## src/rtl/pp_periph_bus_master.sv

```systemverilog
// pp_periph_bus_master: turns single-outstanding core load/store requests into
// one-cycle strobes on the 8-bit-address peripheral register bus.
// Optional feature macro: PP_BUS_RMW_EN. When defined, partial-byte stores run a
// read-modify-write. When undefined, they become full-word writes of req_wdata.
// All bus and response outputs are registered; req_ready is a decode of the
// state register.

module pp_periph_bus_master #(
  parameter logic [31:0] PERIPH_BASE = 32'h2000_0000,
  parameter int unsigned BUS_AW      = 8
) (
  input  logic              clk,
  input  logic              rst,
  // Core request / response
  input  logic              req_valid,
  output logic              req_ready,
  input  logic              req_we,
  input  logic [31:0]       req_addr,
  input  logic [31:0]       req_wdata,
  input  logic [3:0]        req_be,
  output logic              rsp_valid,
  output logic [31:0]       rsp_rdata,
  output logic              rsp_err,
  // Peripheral register bus
  output logic [BUS_AW-1:0] addr,
  output logic              wr,
  output logic              rd,
  output logic [31:0]       data_in,
  input  logic [31:0]       data_out
);

`ifdef PP_BUS_RMW_EN
  localparam bit RmwEn = 1'b1;
`else
  localparam bit RmwEn = 1'b0;
`endif

  typedef enum logic [2:0] {
    StIdle,
    StRdIssue,
    StRdCapt,
    StWrIssue,
    StResp
  } state_e;

  state_e state_q, state_d;

  // Request fields captured on acceptance
  logic [31:0] wdata_q, wdata_d;
  logic [3:0]  be_q, be_d;
  logic        rmw_q, rmw_d;

  // Next values of the registered outputs
  logic [BUS_AW-1:0] addr_d;
  logic              wr_d, rd_d;
  logic [31:0]       data_in_d;
  logic              rsp_valid_d;
  logic [31:0]       rsp_rdata_d;
  logic              rsp_err_d;

  logic win_hit;
  logic be_full;
  logic be_none;

  // Byte-granular addressing is not supported by the bus; the low bits are dropped.
  logic unused_addr_lsb;
  assign unused_addr_lsb = ^req_addr[1:0];

  assign win_hit   = (req_addr[31:10] == PERIPH_BASE[31:10]);
  assign be_full   = (req_be == 4'hF);
  assign be_none   = (req_be == 4'h0);
  assign req_ready = (state_q == StIdle);

  // Byte i comes from the store data when its enable is set, else from the read word.
  function automatic logic [31:0] merge_word(input logic [31:0] wdata,
                                             input logic [31:0] rdata,
                                             input logic [3:0]  be);
    logic [31:0] m;
    for (int i = 0; i < 4; i++) begin
      m[8*i +: 8] = be[i] ? wdata[8*i +: 8] : rdata[8*i +: 8];
    end
    return m;
  endfunction

  // Next-state and next-output decode
  always_comb begin
    state_d     = state_q;
    wdata_d     = wdata_q;
    be_d        = be_q;
    rmw_d       = rmw_q;
    addr_d      = addr;
    wr_d        = 1'b0;
    rd_d        = 1'b0;
    data_in_d   = data_in;
    rsp_valid_d = 1'b0;
    rsp_rdata_d = rsp_rdata;
    rsp_err_d   = rsp_err;

    unique case (state_q)
      StIdle: begin
        if (req_valid) begin
          wdata_d = req_wdata;
          be_d    = req_be;
          rmw_d   = 1'b0;
          if (!win_hit) begin
            // Out-of-window: answer immediately, bus untouched
            state_d     = StResp;
            rsp_valid_d = 1'b1;
            rsp_err_d   = 1'b1;
            rsp_rdata_d = 32'h0;
          end else if (!req_we) begin
            state_d = StRdIssue;
            rd_d    = 1'b1;
            addr_d  = req_addr[BUS_AW+1:2];
          end else if (be_none) begin
            // Empty store: acknowledge without a write strobe
            state_d     = StResp;
            rsp_valid_d = 1'b1;
            rsp_err_d   = 1'b0;
            rsp_rdata_d = 32'h0;
          end else if (be_full || !RmwEn) begin
            state_d   = StWrIssue;
            wr_d      = 1'b1;
            addr_d    = req_addr[BUS_AW+1:2];
            data_in_d = req_wdata;
          end else begin
            state_d = StRdIssue;
            rd_d    = 1'b1;
            addr_d  = req_addr[BUS_AW+1:2];
            rmw_d   = 1'b1;
          end
        end
      end

      StRdIssue: begin
        // Peripheral presents data_out during the next cycle
        state_d = StRdCapt;
      end

      StRdCapt: begin
        if (rmw_q) begin
          state_d   = StWrIssue;
          wr_d      = 1'b1;
          data_in_d = merge_word(wdata_q, data_out, be_q);
        end else begin
          state_d     = StResp;
          rsp_valid_d = 1'b1;
          rsp_err_d   = 1'b0;
          rsp_rdata_d = data_out;
        end
      end

      StWrIssue: begin
        state_d     = StResp;
        rsp_valid_d = 1'b1;
        rsp_err_d   = 1'b0;
        rsp_rdata_d = rmw_q ? data_in : 32'h0;
      end

      StResp: begin
        state_d = StIdle;
      end

      default: begin
        state_d = StIdle;
      end
    endcase
  end

  // State, captured request and registered outputs
  always_ff @(posedge clk) begin
    if (rst) begin
      state_q   <= StIdle;
      wdata_q   <= 32'h0;
      be_q      <= 4'h0;
      rmw_q     <= 1'b0;
      addr      <= '0;
      wr        <= 1'b0;
      rd        <= 1'b0;
      data_in   <= 32'h0;
      rsp_valid <= 1'b0;
      rsp_rdata <= 32'h0;
      rsp_err   <= 1'b0;
    end else begin
      state_q   <= state_d;
      wdata_q   <= wdata_d;
      be_q      <= be_d;
      rmw_q     <= rmw_d;
      addr      <= addr_d;
      wr        <= wr_d;
      rd        <= rd_d;
      data_in   <= data_in_d;
      rsp_valid <= rsp_valid_d;
      rsp_rdata <= rsp_rdata_d;
      rsp_err   <= rsp_err_d;
    end
  end

endmodule

```

## config.mk

```make
export PLATFORM = sky130hd
export DESIGN_NAME = pp_periph_bus_master
export DESIGN_NICKNAME = d
export VERILOG_FILES = /design/src/rtl/pp_periph_bus_master.sv
export SDC_FILE = /design/constraint.sdc
export NUM_CORES = 1
export LEC_CHECK = 0
export ABC_AREA = 1
export CORE_UTILIZATION = 40
export DETAILED_ROUTE_END_ITERATION = 16
export PLACE_DENSITY = 0.91
export SLEW_MARGIN = 15
export SYNTH_ARGS = -nofsm -noshare
export SYNTH_HDL_FRONTEND = slang
export SYNTH_SLANG_ARGS = --single-unit
export TNS_END_PERCENT = 10
```

## constraint.sdc

```tcl
create_clock -name clk -period 1.71 [get_ports clk]
set_input_delay 0.2565 -clock clk [delete_from_list [all_inputs] [get_ports clk]]
set_output_delay 0.2565 -clock clk [all_outputs]
set_load 0.01 [all_outputs]
```

==> results <==
area by class of cell:
class | instances | area (um2)
clock inverters | 7 | 120.1
well taps | 105 | 131.4
flip-flops and latches | 79 | 1582
repair buffers | 198 | 2006
multi-input cells | 354 | 1562
fillers | 675 | 2591
clock buffers | 9 | 123.9
inverters | 71 | 266.5
state kept, by name, summed over array words and instances, names as in the netlist:
signal and count:
rd 1, state_q 3, wr 1, rsp_valid 1, rsp_rdata 32, data_in 32, rsp_err 1, addr 8
power by group through the flow:
stage / Clock, mW / Combinational (mW) / Sequential, mW
2_1_floorplan: 0 / 0.270 / 1.99
3_3_place_gp: 0 / 0.701 / 1.97
3_5_place_dp: 0 / 0.722 / 1.97
4_1_cts: 1.71 / 0.725 / 1.93
5_1_grt: 1.80 / 0.802 / 1.93
6_report: 1.69 / 0.724 / 1.93
critical path: cells and delay by family:
family,cells,cell delay (ps)
AND/OR/NAND/NOR,6,820
buffers and inverters,2,570
AO/OA/AOI/OAI,1,170
worst min-delay path by stage:
stage / endpoint / slack (ps) / cells past startpoint
finish: data_in[7] / 490 / 2
global route: rsp_rdata[2] / 520 / 2
CTS: addr[7] / 480 / 3
detailed placement: data_in[7] / 470 / 2
global placement: data_in[4] / 460 / 2
floorplan: rsp_valid / 330 / 1
Yosys cell counts:
| master | instances |
|---|---|
| o21ai_1 | 12 |
| or2_1 | 1 |
| a21oi_1 | 32 |
| buf_2 | 10 |
| nor2_1 | 169 |
| inv_1 | 69 |
| a31oi_1 | 1 |
| buf_6 | 3 |
| o21ai_0 | 21 |
| nor4_1 | 2 |
| nor2_4 | 2 |
| buf_1 | 1 |
| dfxtp_1 | 79 |
| nand2_4 | 1 |
| nand4_2 | 1 |
| nand3_1 | 35 |
| nor3_4 | 1 |
| nor2_8 | 1 |
| clkbuf_1 | 14 |
| nand4_1 | 3 |
| inv_2 | 2 |
| nand3_4 | 1 |
| nand2_2 | 2 |
| nand2_1 | 69 |
per-layer routing:
metal	vias up	global-route usage, %	routed length (um)
met1	1736	24.18	4008
met2	157	41.37	5079
met3	21	7.583	938
met5	-	0	0
met4	0	9.826	240
li1	1987	-	-
per-stage QoR:
stage | power [mW] | setup slack [ps]
final | 4.336 | 119.2
after global routing | 4.532 | 2.658
after CTS | 4.363 | 111.3
after detailed placement | 2.691 | -244.1
after global placement | 2.669 | -179.8
after floorplan | 2.263 | 181.1
repair_timing:
action | 4_1_cts | 5_1_grt
gates cloned | 0 | 0
hold buffers | 0 | 0
buffers inserted | 0 | 0
resized for setup | 1 | 11
setup endpoints to repair | 1 | 34
logic make-up after synthesis:
family,Yosys count
AO/OA/AOI/OAI,66
AND/OR/NAND/NOR,288
buffers and inverters,99
flip-flops,79
==> impl_metrics.csv <==
group,metric,value,unit
clocking,tritoncts,"built",
min_path,hold_path_startpoint,"data_in[7]",
global_routing,grt-ovfl-total,0,
clocking,clock-sinks,79,
pwr,intPower,3.287,mW
floorplanning,coreArea,8382,um2
synthesis,synth_nets,636,
clocking,clock_path_buffers,2,
pwr,power_switching_share,24.18,%
synthesis,syn_inst,532,
floorplanning,die_h,96.06,um
sta,tightest_slew,449.7,ps
detailed_routing,drt_wl_total,10270,um
sta,slew_violations,0,
min_path,hp-class,"reg2reg",
setup_path,crit_slowest_cell,"clkdlybuf4s50_1",
floorplanning,die_x,96.06,um
synthesis,ys_top_cells_by_area,"dfxtp_1 (45%), nor2_1 (18%), inv_1 (7.3%), nand2_1 (7.3%), nand3_1 (5.0%)",
sta,fin_crit_sh,93.03,%
sta,slew_headroom,69.98,%
setup_path,cp_max_fo,32,
setup_path,critPathCapture,"data_in[18]",
setup_path,start_kind,"input pin",
floorplanning,io_pins,181,
layout,finalNonFillerCells,823,
setup_path,worstSetupEndpointType,"flip-flop",
synthesis,synth.top_cell.area_share,44.70,%
layout,utilization,69.08,%
layout,final_nets,817,
synthesis,yosysSeqAreaShare,44.70,%
setup_path,slowest_delay,390,ps
global_routing,track_usage,22.92,%
detailed_routing,dr.first_iter.drc_count,85,
detailed_routing,final_antenna_net_count,0,
pwr,share_clk_of_total_power,38.9,%
sta,max_freq,0.6286,GHz
placement,dpl-instance-area,5537,um2
setup_path,startpoint,"req_addr[11]",
floorplanning,start_util,42.22,%
sta,finalCriticalPeriod,1591,ps
layout,antenna_cells,0,
synthesis,synth.avg_cell_area,6.651,um2
sta,whs,487.6,ps
placement,io_buffers,178,
detailed_routing,vias,3901,
pwr,cellLeakagePower,2.527,nW
layout,finalInstanceArea,5791,um2
synthesis,synth_xor_xnor_area_share,0,%
clocking,clock_latency,350,ps
setup_path,rrSetupSlack,260,ps
synthesis,yosys.area.top_type,"dfxtp_1",
global_routing,grt_pass1_wl,16360,um
run,maxCapViolations,0,
detailed_routing,drc,0,
layout,drive_above_1_share,6.825,%
sta,finalSetupViolCount,0,
synthesis,ys_ff_latch,79,
global_routing,grt_pass1_vias,3790,
sta,finalHoldViolCount,0,
floorplanning,rows,33,
layout,layout_common_cells,"clkdlybuf4s50_1 (177), nor2_1 (168), dfxtp_1 (79), nand2_1 (69), inv_1 (68)",
detailed_routing,dr.pass1.iters,4,
clocking,clkTransAtPathRegs,90,ps
setup_path,worst_ep_arrival_time,1830,ps
global_routing,grt_max_degree,33,
clocking,clockRootBuffer,"clkbuf_8",
synthesis,synth_compound_area_share,9.371,%
floorplanning,dieArea,9227,um2
synthesis,netlist_area,3538,um2
pwr,pwr-share-comb,16.7,%
layout,syn_to_final_growth,63.65,%
placement,dpl.cell_count,807,
synthesis,synthMuxAreaShare,0,%
pwr,switching_power,1.048,mW
setup_path,reg2reg_from,"state_q[2]",
synthesis,yosys.area_share.simple,34.44,%
pwr,pwr_density_cell,748.7,nW/um2
synthesis,synthAdderAreaFrac,0,%
synthesis,yosys_warnings,0,
setup_path,worstPathCellList,"clkdlybuf4s50_1, or2_1, nor2_4, nand2_2, nor2_8, nand2_1, buf_12, o21ai_0, nor2_1",
setup_path,ff2ff_path_depth,7,
setup_path,required,1950,ps
pwr,pwr-share-seq,44.4,%
clocking,htree_levels,3,
pwr,peakVddDrop,0.0004873,V
sta,tns,0,ps
sta,finClkSkew,9.702,ps
placement,dp_hpwl,7631,um
placement,place_congestion,0.7944,
detailed_routing,detail_route.wl_per_cell,12.47,um
synthesis,synth_top_family_by_area,"simple AND/OR/NAND/NOR gates",
setup_path,crit_type,"in2reg",
global_routing,antenna_found_initial,0,
layout,final_common_cell,"clkdlybuf4s50_1",
clocking,cts_made_buffers,9,
sta,rsz0062_at_grt,"no",
detailed_routing,viasPerCell,4.740,
status,status,"finished, final reports clean",
synthesis,synth_cell_types,24,
setup_path,r2r_end,"data_in[18]",
Note: power is estimated with default switching activity, not from simulation.
==> RTL change 1 (same flow settings) <==
Set the parameter `BUS_AW` to 9 (it was 8).
--- a/src/rtl/pp_periph_bus_master.sv
+++ b/src/rtl/pp_periph_bus_master.sv
@@ -9,3 +9,3 @@
   parameter logic [31:0] PERIPH_BASE = 32'h2000_0000,
-  parameter int unsigned BUS_AW      = 8
+  parameter int unsigned BUS_AW      = 9
 ) (
Interface: changed (resized addr); port bits go from 181 to 182. The function was not compared with the original's and may differ.
==> RTL change 1 against the unedited design <==
Utilization is 2.7 points lower. Global-route usage is 0.23 points lower. Largest power group unchanged. Sequential cell count rose by 1. First-iteration DRC count shrank 5.9%. Area after synthesis rose by 2.4%. Final area increased by 0.48%. Wire length grew 0.89%. Setup slack improved by 21 ps. Power down 2.8%.
==> RTL change 1: results <==
[place]
dpl.hpwl_um = 7790
dp_cells = 823
gp_congestion = 0.765
place.port_buffers = 179

[sta]
fin_skew_ps = 8.38
relSlewSlack = 0.762

[drt]
routedWlPerCell_um = 12.3
first_iter_violations = 80
viasPerCell = 4.74
drtPass1Iterations = 4

[critical_path]
rr_endpoint = rsp_rdata[13]
r2r_cells = 9
path_max_fanout = 34
critPathTopFamily = simple AND/OR/NAND/NOR gates
crit_start = req_addr[10]
critPathMaxStageDelay_ps = 390
arrival_ps = 1810
crit_type = input pin to flip-flop
regToRegSetupSlack_ps = 190

[worst_hold_path]
hp-start = data_in[11]
whs_path_depth = 2

[pwr]
ir_drop_mv = 0.425
leakagePower_nw = 2.58

[cells_and_area]
n_fill_cell = 735
layout.nets = 830
reg_top3 = data_in x32, rsp_rdata x32, addr x9
area_growth_pct = 60.6
stdcell_count = 839
drive_gt1_frac = 0.0670

[grt]
grt_usage = 0.227
grt_pass1_vias = 4069
grt_pass1_wl_um = 17500
grt_max_degree = 76
antenna_found_initial = 0

[logic_synthesis]
synth_top_cells_by_count = nor2_1, inv_1, dfxtp_1
ys_types = 24
syn_area_per_cell_um2 = 6.62
syn_nets = 651
ys_seq_area_frac = 0.442
synth.top_cells.by_area = dfxtp_1, nor2_1, inv_1
yosys_most_used_dff = dfxtp_1

[clock_tree]
cts_buffers = 9
clockBufferDepth = 2

[status]
outcome = complete, no violations
[RTL change 1: changes by cell type in the layout (fill, tap and decap cells not counted), sizes merged]
cell,delta
dfxtp,+1
bufinv,-1
nand3,+1
clkdlybuf4s50,+1
clkinvlp,+1
buf,-1
nand2,-7
o21ai,+1
inv,+11
nor2,+4
clkbuf,+2
[RTL change 1: cell families after synthesis]
group,synth area share
AO/OA/AOI/OAI,0.0929
buffers and inverters,0.129
flip-flops,0.442
AND/OR/NAND/NOR,0.336
[RTL change 1: power breakdown]
part	switching (mW)	internal, mW	total (mW)
Combinational	0.314	0.425	0.739
Sequential	0.0299	1.92	1.95
Clock	0.665	0.861	1.53
Total	1.01	3.20	4.21
[RTL change 1: timing repair]
item,in CTS,in global routing
buffers inserted,0,0
resized for setup,1,3
setup endpoints to repair,1,14
[RTL change 1: stage by stage]
stage                     area [um^2]  hold slack [ps]  setup WS, ps
after detailed placement         5590              468          -237
final                            5820              486           140
after CTS                        5810              488           131
after global routing             5820              492          33.4
after floorplan                  3620              329           246
after global placement           5590              448          -170
[RTL change 1: layer usage]
metal  GRT usage  vias up  routed length, um
li1            -     2020                  -
met1       0.231     1776               3880
met2       0.417      155               5280
met3      0.0827       22                980
met4      0.0896        0                208
met5           0        -                  0
[RTL change 1: worst min-delay path by stage]
stage,slack (ps),end
after global routing,490,addr[6]
after global placement,450,addr[8]
after floorplan,330,rsp_valid
after detailed placement,470,data_in[11]
after CTS,490,addr[8]
final,490,data_in[11]
[RTL change 1: layout make-up]
type / count / share of cell area
Sequential cell: 80 / 0.275
Clock buffer: 11 / 0.0243
Timing Repair Buffer: 198 / 0.342
Clock inverter: 5 / 0.0138
Tap cell: 108 / 0.0232
Multi-Input combinational cell: 353 / 0.268
Inverter: 84 / 0.0542
[RTL change 1: worst min-delay path: cells and delay by family, from the launching register on]
family,cells,cell delay [ps]
AND/OR/NAND/NOR,1,80
AO/OA/AOI/OAI,1,40
flip-flops,1,330
==> RTL change 2 (config.mk and constraints unchanged) <==
Made on the original files. Re-encode `state_e` (5 states) as one-hot, 5 bits wide.
--- a/src/rtl/pp_periph_bus_master.sv
+++ b/src/rtl/pp_periph_bus_master.sv
@@ -37,8 +37,8 @@
 
-  typedef enum logic [2:0] {
-    StIdle,
-    StRdIssue,
-    StRdCapt,
-    StWrIssue,
-    StResp
+  typedef enum logic [4:0] {
+    StIdle    = 5'b00001,
+    StRdIssue = 5'b00010,
+    StRdCapt  = 5'b00100,
+    StWrIssue = 5'b01000,
+    StResp    = 5'b10000
   } state_e;
Check against the original RTL: no difference found for any inputs over 4 cycles, from zero or initial values and one cycle with rst high; so few cycles prove little.
==> RTL change 2 against the unedited design <==
Count of clock-buffer cells in the layout is 2 higher. Fmax is 2.1% lower. Power is 11% lower. Wire length is 10% lower. Critical endpoint is now req_ready. Sequential power is 2% lower. Final area is 6.9% lower. Area after synthesis is 8.7% lower. Sequential cell count is 2 higher. Die area is 8.6% lower. Non-clock buffer count is 4 lower. Setup slack worse by 34 ps. Global-route usage is 0.72 points lower. Sequential share of layout area is 2.8 points higher.
==> RTL change 2: results <==
[logic_synthesis]
synth.top_cells.by_area = dfxtp_1, nand2_1, nor2_1
ys_seq_area_frac = 0.502
netlist_instances = 446
ys_warn_count = 0
synthXorXnorAreaFrac = 0
synth_top_cells_by_count = nand2_1, nor2_1, dfxtp_1
muxShareOfSynthArea = 0
synth-adder-area-share = 0
yosys_most_used_dff = dfxtp_1
syn_nets = 550
synth_compound_area_frac = 0.0713
ys_types = 21

[pwr]
ir_drop_mv = 0.527
sw_frac_of_total = 0.212
leakagePower_nw = 2.22
power_frac_seq = 0.492
p_comb_mw = 0.367
power_mw = 3.85

[place]
dp_cells = 718
place_ws_ps = -189
dpl.hpwl_um = 6820
place_area_mm2 = 0.00516
gp_congestion = 0.759

[clock_tree]
htree_num_levels = 3
clockBufferDepth = 2
clockRootBuffer = clkbuf_8
cts_buffers = 9
clock_latency_ps = 350
ctsResizeCount = 2

[worst_hold_path]
min_path_type = input pin to flip-flop
whs_path_depth = 3
hp-start = data_out[12]

[cells_and_area]
reg_top3 = data_in x32, rsp_rdata x32, addr x8
antenna_cells = 0
drive_gt1_frac = 0.0680
layout.nets = 731

[grt]
antenna_found_initial = 0
grt_pass1_vias = 3523
grt_pass1_wl_um = 15000
grt_usage = 0.222
grt_max_degree = 65

[sta]
fin_skew_ps = 13.1
worst_pin_slew_ps = 306

[drt]
first_iter_violations = 97
drtPass1Iterations = 5
drt_wl_total_um = 9210
vias = 3420
routedWlPerCell_um = 12.5

[critical_path]
path_max_fanout = 2
critPathTopFamily = buffers and inverters
critPathMaxStageDelay_ps = 330
worstReg2RegStart = state_q[3]
crit_start = state_q[3]
cpMaxStageDelayCell = dfxtp_1
arrival_ps = 1370

[status]
outcome = complete, no violations
RTL change 2: cell types whose count changed after synthesis, sizes merged, moves of 2 or more:
cell    unedited run  this run
a21oi             32        37
inv               71        42
nand3             36        39
o21ai             33         9
nand4              4         1
nand2             72       105
dfxtp             79        81
nor3               1        12
nor2             172        94
clkbuf            14        10
RTL change 2: area by class of cell:
class / count / area (um^2)
Clock buffer: 11 / 151
Multi-Input combinational cell: 299 / 1320
Tap cell: 102 / 128
Inverter: 42 / 158
Sequential cell: 81 / 1620
Fill cell: 600 / 2380
Timing Repair Buffer: 194 / 1940
Clock inverter: 5 / 77.6
RTL change 2: final timing paths:
check,to,slack (ps)
min reg2reg,rsp_rdata[26],480
min,rsp_rdata[12],460
max reg2reg,addr[4],90
max,req_ready,90
RTL change 2: per-layer routing:
metal,vias up,part of all wire,track usage
met3,17,0.083,0.0680
met1,1518,0.39,0.222
met2,140,0.50,0.417
li1,1745,-,-
met5,-,0,0
met4,0,0.021,0.102
